$ cat src/rtl/booth4_pp_gen_pipe_if.sv
// rtl/booth4_pp_gen_pipe_if.sv - operand-in / partial-product-out handshake bundle
interface booth4_pp_gen_pipe_if #(
   parameter int DW = 16
);
   logic                  flush;
   logic                  in_valid;
   logic                  in_ready;
   logic [DW-1:0]         mul_a;
   logic [DW-1:0]         mul_b;
   logic                  pp_valid;
   logic                  pp_ready;
   logic [DW+3:0]         pp0;
   logic [7*(DW+2)-1:0]   pp_rows;
   logic [DW/2-1:0]       neg;

   modport master (
      output flush, in_valid, mul_a, mul_b, pp_ready,
      input  in_ready, pp_valid, pp0, pp_rows, neg
   );

   modport slave (
      input  flush, in_valid, mul_a, mul_b, pp_ready,
      output in_ready, pp_valid, pp0, pp_rows, neg
   );
endinterface

$ cat src/rtl/booth4_pp_gen_pipe.sv
// rtl/booth4_pp_gen_pipe.sv - radix-4 Booth partial-product generator, elastic two-stage pipe
module booth4_pp_gen_pipe #(
   parameter int DW     = 16,
   parameter bit IN_REG = 1'b1
) (
   input  logic                sys_clk,
   input  logic                sys_rst_n,
   booth4_pp_gen_pipe_if.slave bus
);
   localparam int ND = DW / 2;
   localparam int RW = DW + 1;
   localparam int PW = DW + 2;

   logic [DW-1:0]        src_a;
   logic [DW-1:0]        src_b;
   logic                 src_v;
   logic                 s2_free;
   logic                 s2_load;

   logic                 v2_q;
   logic                 v2_d;
   logic [DW+3:0]        pp0_q;
   logic [(ND-1)*PW-1:0] rows_q;
   logic [ND-1:0]        neg_q;

   logic [DW:0]          b_ext;
   logic [RW-1:0]        a_x1;
   logic [RW-1:0]        a_x2;
   logic [RW-1:0]        mag;
   logic [2:0]           trip;
   logic [RW-1:0]        raw [ND];
   logic [ND-1:0]        rec_neg;
   logic [DW+3:0]        rec_pp0;
   logic [(ND-1)*PW-1:0] rec_rows;

   assign s2_free = !v2_q || bus.pp_ready;
   assign s2_load = src_v && s2_free && !bus.flush;

   generate
      if (IN_REG) begin : g_s1
         logic          v1_q;
         logic          v1_d;
         logic          s1_load;
         logic [DW-1:0] a1_q;
         logic [DW-1:0] b1_q;

         // No skid buffer: readiness looks straight through to the tree's pp_ready.
         assign bus.in_ready = !bus.flush && (!v1_q || s2_free);
         assign s1_load      = bus.in_valid && bus.in_ready;

         always_comb begin
            v1_d = v1_q;
            if (bus.flush)    v1_d = 1'b0;
            else if (s1_load) v1_d = 1'b1;
            else if (s2_load) v1_d = 1'b0;
         end

         always_ff @(posedge sys_clk or negedge sys_rst_n) begin
            if (!sys_rst_n) begin
               v1_q <= 1'b0;
               a1_q <= '0;
               b1_q <= '0;
            end else begin
               v1_q <= v1_d;
               if (s1_load) begin
                  a1_q <= bus.mul_a;
                  b1_q <= bus.mul_b;
               end
            end
         end

         assign src_a = a1_q;
         assign src_b = b1_q;
         assign src_v = v1_q;
      end else begin : g_bypass
         assign bus.in_ready = !bus.flush && s2_free;
         assign src_a        = bus.mul_a;
         assign src_b        = bus.mul_b;
         assign src_v        = bus.in_valid;
      end
   endgenerate

   // b_ext[0] is the implicit b[-1] = 0, so digit i reads b_ext[2i+2:2i].
   always_comb begin
      b_ext   = {src_b, 1'b0};
      a_x1    = {src_a[DW-1], src_a};
      a_x2    = {src_a, 1'b0};
      rec_neg = '0;
      mag     = '0;
      trip    = '0;
      for (int i = 0; i < ND; i++) begin
         trip = b_ext[2*i +: 3];
         case (trip)
            3'b001, 3'b010, 3'b101, 3'b110: mag = a_x1;
            3'b011, 3'b100:                 mag = a_x2;
            default:                        mag = '0;
         endcase
         rec_neg[i] = trip[2] & ~(trip[1] & trip[0]);
         raw[i]     = rec_neg[i] ? ~mag : mag;
      end
   end

   always_comb begin
      rec_pp0  = {~raw[0][RW-1], raw[0][RW-1], raw[0][RW-1], raw[0]};
      rec_rows = '0;
      for (int i = 1; i < ND; i++) begin
         rec_rows[(i-1)*PW +: PW] = {~raw[i][RW-1], raw[i]};
      end
   end

   always_comb begin
      v2_d = v2_q;
      if (bus.flush)         v2_d = 1'b0;
      else if (s2_load)      v2_d = 1'b1;
      else if (bus.pp_ready) v2_d = 1'b0;
   end

   always_ff @(posedge sys_clk or negedge sys_rst_n) begin
      if (!sys_rst_n) begin
         v2_q   <= 1'b0;
         pp0_q  <= '0;
         rows_q <= '0;
         neg_q  <= '0;
      end else begin
         v2_q <= v2_d;
         if (s2_load) begin
            pp0_q  <= rec_pp0;
            rows_q <= rec_rows;
            neg_q  <= rec_neg;
         end
      end
   end

   assign bus.pp_valid = v2_q;
   assign bus.pp0      = pp0_q;
   assign bus.pp_rows  = rows_q;
   assign bus.neg      = neg_q;
endmodule
$ cat src/flat_wrapper.sv
// flat-port wrapper written by rule: the top's interface ports become plain ports
module booth4_pp_gen_pipe_flat 
#(
   parameter int DW     = 16,
   parameter bit IN_REG = 1'b1
)
  (sys_clk, sys_rst_n, bus_flush, bus_in_valid, bus_mul_a, bus_mul_b, bus_pp_ready, bus_in_ready, bus_pp_valid, bus_pp0, bus_pp_rows, bus_neg);
  booth4_pp_gen_pipe_if #(.DW(DW)) bus_i ();
  input  logic sys_clk;
  input  logic sys_rst_n;
  input wire logic [$bits(bus_i.flush)-1:0] bus_flush;
  input wire logic [$bits(bus_i.in_valid)-1:0] bus_in_valid;
  input wire logic [$bits(bus_i.mul_a)-1:0] bus_mul_a;
  input wire logic [$bits(bus_i.mul_b)-1:0] bus_mul_b;
  input wire logic [$bits(bus_i.pp_ready)-1:0] bus_pp_ready;
  output wire logic [$bits(bus_i.in_ready)-1:0] bus_in_ready;
  output wire logic [$bits(bus_i.pp_valid)-1:0] bus_pp_valid;
  output wire logic [$bits(bus_i.pp0)-1:0] bus_pp0;
  output wire logic [$bits(bus_i.pp_rows)-1:0] bus_pp_rows;
  output wire logic [$bits(bus_i.neg)-1:0] bus_neg;
  assign bus_i.flush = bus_flush;
  assign bus_i.in_valid = bus_in_valid;
  assign bus_i.mul_a = bus_mul_a;
  assign bus_i.mul_b = bus_mul_b;
  assign bus_i.pp_ready = bus_pp_ready;
  assign bus_in_ready = bus_i.in_ready;
  assign bus_pp_valid = bus_i.pp_valid;
  assign bus_pp0 = bus_i.pp0;
  assign bus_pp_rows = bus_i.pp_rows;
  assign bus_neg = bus_i.neg;
  booth4_pp_gen_pipe #(.DW(DW), .IN_REG(IN_REG)) u_core (.sys_clk(sys_clk), .sys_rst_n(sys_rst_n), .bus(bus_i));
endmodule
$ cat config.mk
export PLATFORM = sky130hd
export DESIGN_NAME = booth4_pp_gen_pipe_flat
export DESIGN_NICKNAME = d
export VERILOG_FILES = /design/src/rtl/booth4_pp_gen_pipe_if.sv /design/src/rtl/booth4_pp_gen_pipe.sv /design/src/flat_wrapper.sv
export SDC_FILE = /design/constraint.sdc
export NUM_CORES = 1
export LEC_CHECK = 0
export CORE_MARGIN = 1.5
export CORE_UTILIZATION = 30
export DETAILED_ROUTE_END_ITERATION = 8
export SLEW_MARGIN = 25
export SYNTH_ARGS = -nofsm -noshare
export SYNTH_HDL_FRONTEND = slang
export SYNTH_SLANG_ARGS = --single-unit
$ cat constraint.sdc
create_clock -name sys_clk -period 1.6 [get_ports sys_clk]
set_input_delay 0.32 -clock sys_clk [delete_from_list [all_inputs] [get_ports sys_clk]]
set_output_delay 0.32 -clock sys_clk [all_outputs]
set_load 0.02 [all_outputs]
==> After elaboration in Yosys (flattened, before gate mapping) <==
Cells that the tools add are included.
{ "totals": {"register_bits": 188, "in_bits": 37} }
{ "op_classes": {"n_eq_ne": 45, "n_mux": 22, "bitwise": 37, "reduce_logical": 26} }
{ "ops": {"columns": ["op", "n"], "rows": [
  ["$pmux W17 S2", 8],
  ["$mux W17", 8],
  ["$not A17 Y17", 8],
  ["$eq A3 B3 Y1 const B", 21],
  ["$eq A3 B2 Y1 const B", 14],
  ["$reduce_or A4 Y1", 7],
  ["$eq A3 B1 Y1 const B", 7],
  ["$reduce_or A2 Y1", 8],
  ["$not A1 Y1", 15],
  ["$and A1 B1 Y1", 14],
  ["$mux W1", 6],
  ["$reduce_bool A3 Y1", 2],
  ["$eq A2 B2 Y1 const B", 2],
  ["$logic_and A1 B1 Y1", 4],
  ["$logic_not A1 Y1", 3],
  ["$eq A2 B1 Y1 const B", 1],
  ["$logic_or A1 B1 Y1", 2]
]} }

==> Depth between registers and ports, before layout <==
{ "logic_depth": {"ltp_word": 7, "ltp_mapped": 6, "depth_no_buf": 3} }

==> Worst setup path after synthesis <==
No wires, ideal clock.
{ "synth_path": {"path_kind": "reg2out", "from": "register u_core.v2_q (netlist: u_core.bus.pp_valid)", "to": "output port bus_in_ready", "arrival_ns": 1.249, "setup_slack_ns": 0.031, "path_stages_with_launch": 4, "n_path_buf": 1, "cell_sequence": "dfrtp_1 > and2b_1 > clkbuf_1 > a21oi_1"} }
{ "synth_between": {"elab_chain_len": 4} }
{ "synth_lines": {"columns": ["element", "line_no", "text"], "rows": [
  ["from (decl)", "booth4_pp_gen_pipe.sv:20", "logic v2_q;"],
  ["from (signal assigned)", "booth4_pp_gen_pipe.sv:125", "v2_q <= v2_d;"],
  ["$logic_not A1 Y1", "booth4_pp_gen_pipe.sv:36", "assign s2_free = !v2_q || bus.pp_ready;"],
  ["$logic_or A1 B1 Y1", "booth4_pp_gen_pipe.sv:36", null],
  ["$logic_or A1 B1 Y1", "booth4_pp_gen_pipe.sv:48", "assign bus.in_ready = !bus.flush && (!v1_q || s2_free);"],
  ["$logic_and A1 B1 Y1", "booth4_pp_gen_pipe.sv:48", null],
  ["to (decl)", "flat_wrapper.sv:16", "output wire logic [$bits(bus_i.in_ready)-1:0] bus_in_ready;"]
]} }
No other way between the ends.

==> Final worst setup path <==
Same ends and word-level chain as after synthesis.

==> reports/qor.csv <==
metric,value,unit
ff_latch_area,4666,µm²
grt_pass1_wl,60.00,mm
skew,0.01452,ns
yosysSeqAreaShare,0.4117,
portBuffers,192,
end_kind,output port,
final_layout_size_suffix_gt1_frac,0.1627,
worst_r2r_startpoint,u_core.bus.pp_valid$_DFFE_PN0P_,
initial_core_util,0.3066,
synth_fp_nets,1283,
fin_nets,1440,
multi_input_area,5707,µm²
rsz0062_at_grt,true,
vias_per_cell,5.375,
row_count,70,
coreArea,36870,µm²
irDropWorstVdd,833.3,µV
maxSlewViolCount,0,
drc,0,
diodes,0,
powerDensity,1386,nW/µm²
clk_pin_slew_worst_paths,0.07,ns
crit_type,flip-flop to output port,
antenna_found_initial,0,
outcome,"finished, final reports clean",
ant_nets,0,
finalPower,0.02060,W
die_h,197.1,µm
fmax,627.4,MHz
ios,193,
track_usage,0.2020,
synthArstFlopShare,1.000,
drtIter0Drc,895,
synth_commonest_cells,"a21oi_1 (243), dfrtp_1 (186), nand2_1 (128)",
drv_cap,0,
crit_required,1.28,ns
overflow,0,
synth_area_per_cell,9.073,µm²
nFillCells,3657,
fin_crit,1.594,ns
mappedNetlistArea,11300,µm²
ys_warn_count,0,
finalSetupViolations,0,
post_dp_cell_area,14390,µm²
synth_edf_count,0,
cts_sinks,186,
r2r_end,u_core.bus.pp_rows[52]$_DFFE_PN0P_,
synth.largest_area_cell,dfrtp_1,
synthCells,1246,
r2r_setup_slack,0.03,ns
synth_top_area_frac,0.4117,
yosysMostFrequentCell,a21oi_1,
root_buffer,clkbuf_16,
gp_congestion,0.8357,
hpwlAfterDp,25.84,mm
leakage,6.012,nW
wl_per_cell,20.69,µm
worst_ep_arrival_time,1.27,ns
worst_pin_slew,0.3959,ns
vias,10310,
clock_path_buffers,2,
cts-buffers-inserted,17,
path_max_fanout,2,
grt_start_max_net_pins,57,
finalSetupTns,0,ns
dieArea,38860,µm²
ys_ff_latch,186,
final_area,14870,µm²
yosysUniqueCellTypes,33,
fin_util,0.4032,
first_pass_iters,5,
slew_headroom,0.7361,
clk_latency,0.45,ns
ys.flop_type,dfrtp_1,
finalHoldViolCount,0,
dieWidth,197.1,µm
ff2ff_path_depth,5,
wirelength,39.69,mm
cts_tree,built,
htreeDepth,4,
start_kind,flip-flop,
grt_pass1_vias,9919,
synth_area_leaders,"dfrtp_1 (41%), a21oi_1 (11%), nor4b_1 (8.1%), xor2_1 (7.6%), a31oi_1 (6.6%)",
hold_class,input port to async pin,
area.growth.synth_to_final,31.51,%
period_share,0.9962,
## placed cells by master, fill, tap and decap left out, types with 19 or more instances in the layout
cell and count:
a21oi_1 243, dfrtp_1 179, dlygate4sd2_1 154, nand2_1 128, a31oi_1 119, nor4b_1 105, xor2_1 98, buf_4 84
o21ai_0 43, buf_12 41, mux2_2 40, clkdlybuf4s50_1 34, clkbuf_16 19
## flip-flops by register name, summed over array words and instances (netlist names)
signal	cells
u_core.bus.pp_rows	126
u_core.bus.pp0	18
u_core.g_s1.a1_q	16
u_core.g_s1.b1_q	16
u_core.bus.neg	8
u_core.bus.pp_valid	1
u_core.g_s1.v1_q	1
## final cells by class
type                            count  area share
Tap cell                          504     0.04242
Sequential cell                   186      0.3138
Inverter                            3    0.001010
Clock buffer                       21     0.03030
Multi-Input combinational cell    873      0.3839
Timing Repair Buffer              322      0.2206
Clock inverter                      9    0.007995
## worst max-delay path: stages, from the launching register on
cell     delay (ns)
dfrtp_1        0.38
and2b_1        0.17
a21oi_1        0.13
buf_4          0.16
## report_power, final
part	total (W)	leakage, nW	switching (W)	internal [W]
logic	0.00917	3.60	0.00545	0.00372
registers	0.00711	2.14	0.00111	0.00600
clock network	0.00432	0.270	0.00197	0.00235
total	0.0206	6.01	0.00854	0.0121
## cell families (layout without fill, tap and decap cells)
| kind of cell | after synthesis | count (layout) | share of synthesized area |
|---|---|---|---|
| buffers and inverters | 187 | 355 | 0.08600 |
| XOR/XNOR | 112 | 112 | 0.09142 |
| AND/OR/NAND/NOR | 279 | 279 | 0.1493 |
| multiplexers | 55 | 55 | 0.05313 |
| AO/OA/AOI/OAI | 427 | 427 | 0.2084 |
| flip-flops | 186 | 186 | 0.4117 |
## worst max-delay path by stage
stage / start / to / slack [ns] / cells after the start
after floorplan: u_core.bus.pp_valid$_DFFE_PN0P_ / bus_in_ready / 0.03 / 3
after global placement: bus_pp_ready / bus_in_ready / -0.54 / 4
final: u_core.bus.pp_valid$_DFFE_PN0P_ / bus_in_ready / 0.006 / 3
after global routing: u_core.bus.pp_valid$_DFFE_PN0P_ / bus_in_ready / -0.06 / 3
after detailed placement: bus_pp_ready / bus_in_ready / -0.51 / 4
after CTS: u_core.bus.pp_valid$_DFFE_PN0P_ / bus_in_ready / -0.005 / 3
## metal layers
| layer | track usage | part of all wire | vias up | wire [µm] |
|---|---|---|---|---|
| met3 | 0.04064 | 0.068 | 62 | 2713 |
| met4 | 0.06983 | 0.026 | 0 | 1041 |
| met1 | 0.2739 | 0.44 | 5079 | 17580 |
| met2 | 0.3200 | 0.46 | 398 | 18360 |
| met5 | 0 | 0 | - | 0 |
| li1 | - | - | 4771 | - |
## per-stage QoR
step,hold slack [ns],std cells,setup WS [ns]
after detailed placement,0.1849,1883,-0.5138
after global routing,0.2999,1918,-0.06161
after CTS,0.2922,1914,-0.005056
after global placement,0.1850,1883,-0.5425
final,0.3053,1918,0.006001
after floorplan,0.02441,1246,0.03063
## what timing repair did
item | 4_1_cts | 5_1_grt
endpoints found under the setup margin | 160 | 83
gates cloned | 0 | 2
buffers inserted | 0 | 2
hold buffers | 1 | 0
pin swaps | 1 | 0
hold endpoints to repair | 59 | 0
resized for setup | 166 | 11
No activity file was read; power rests on OpenSTA's default activity.
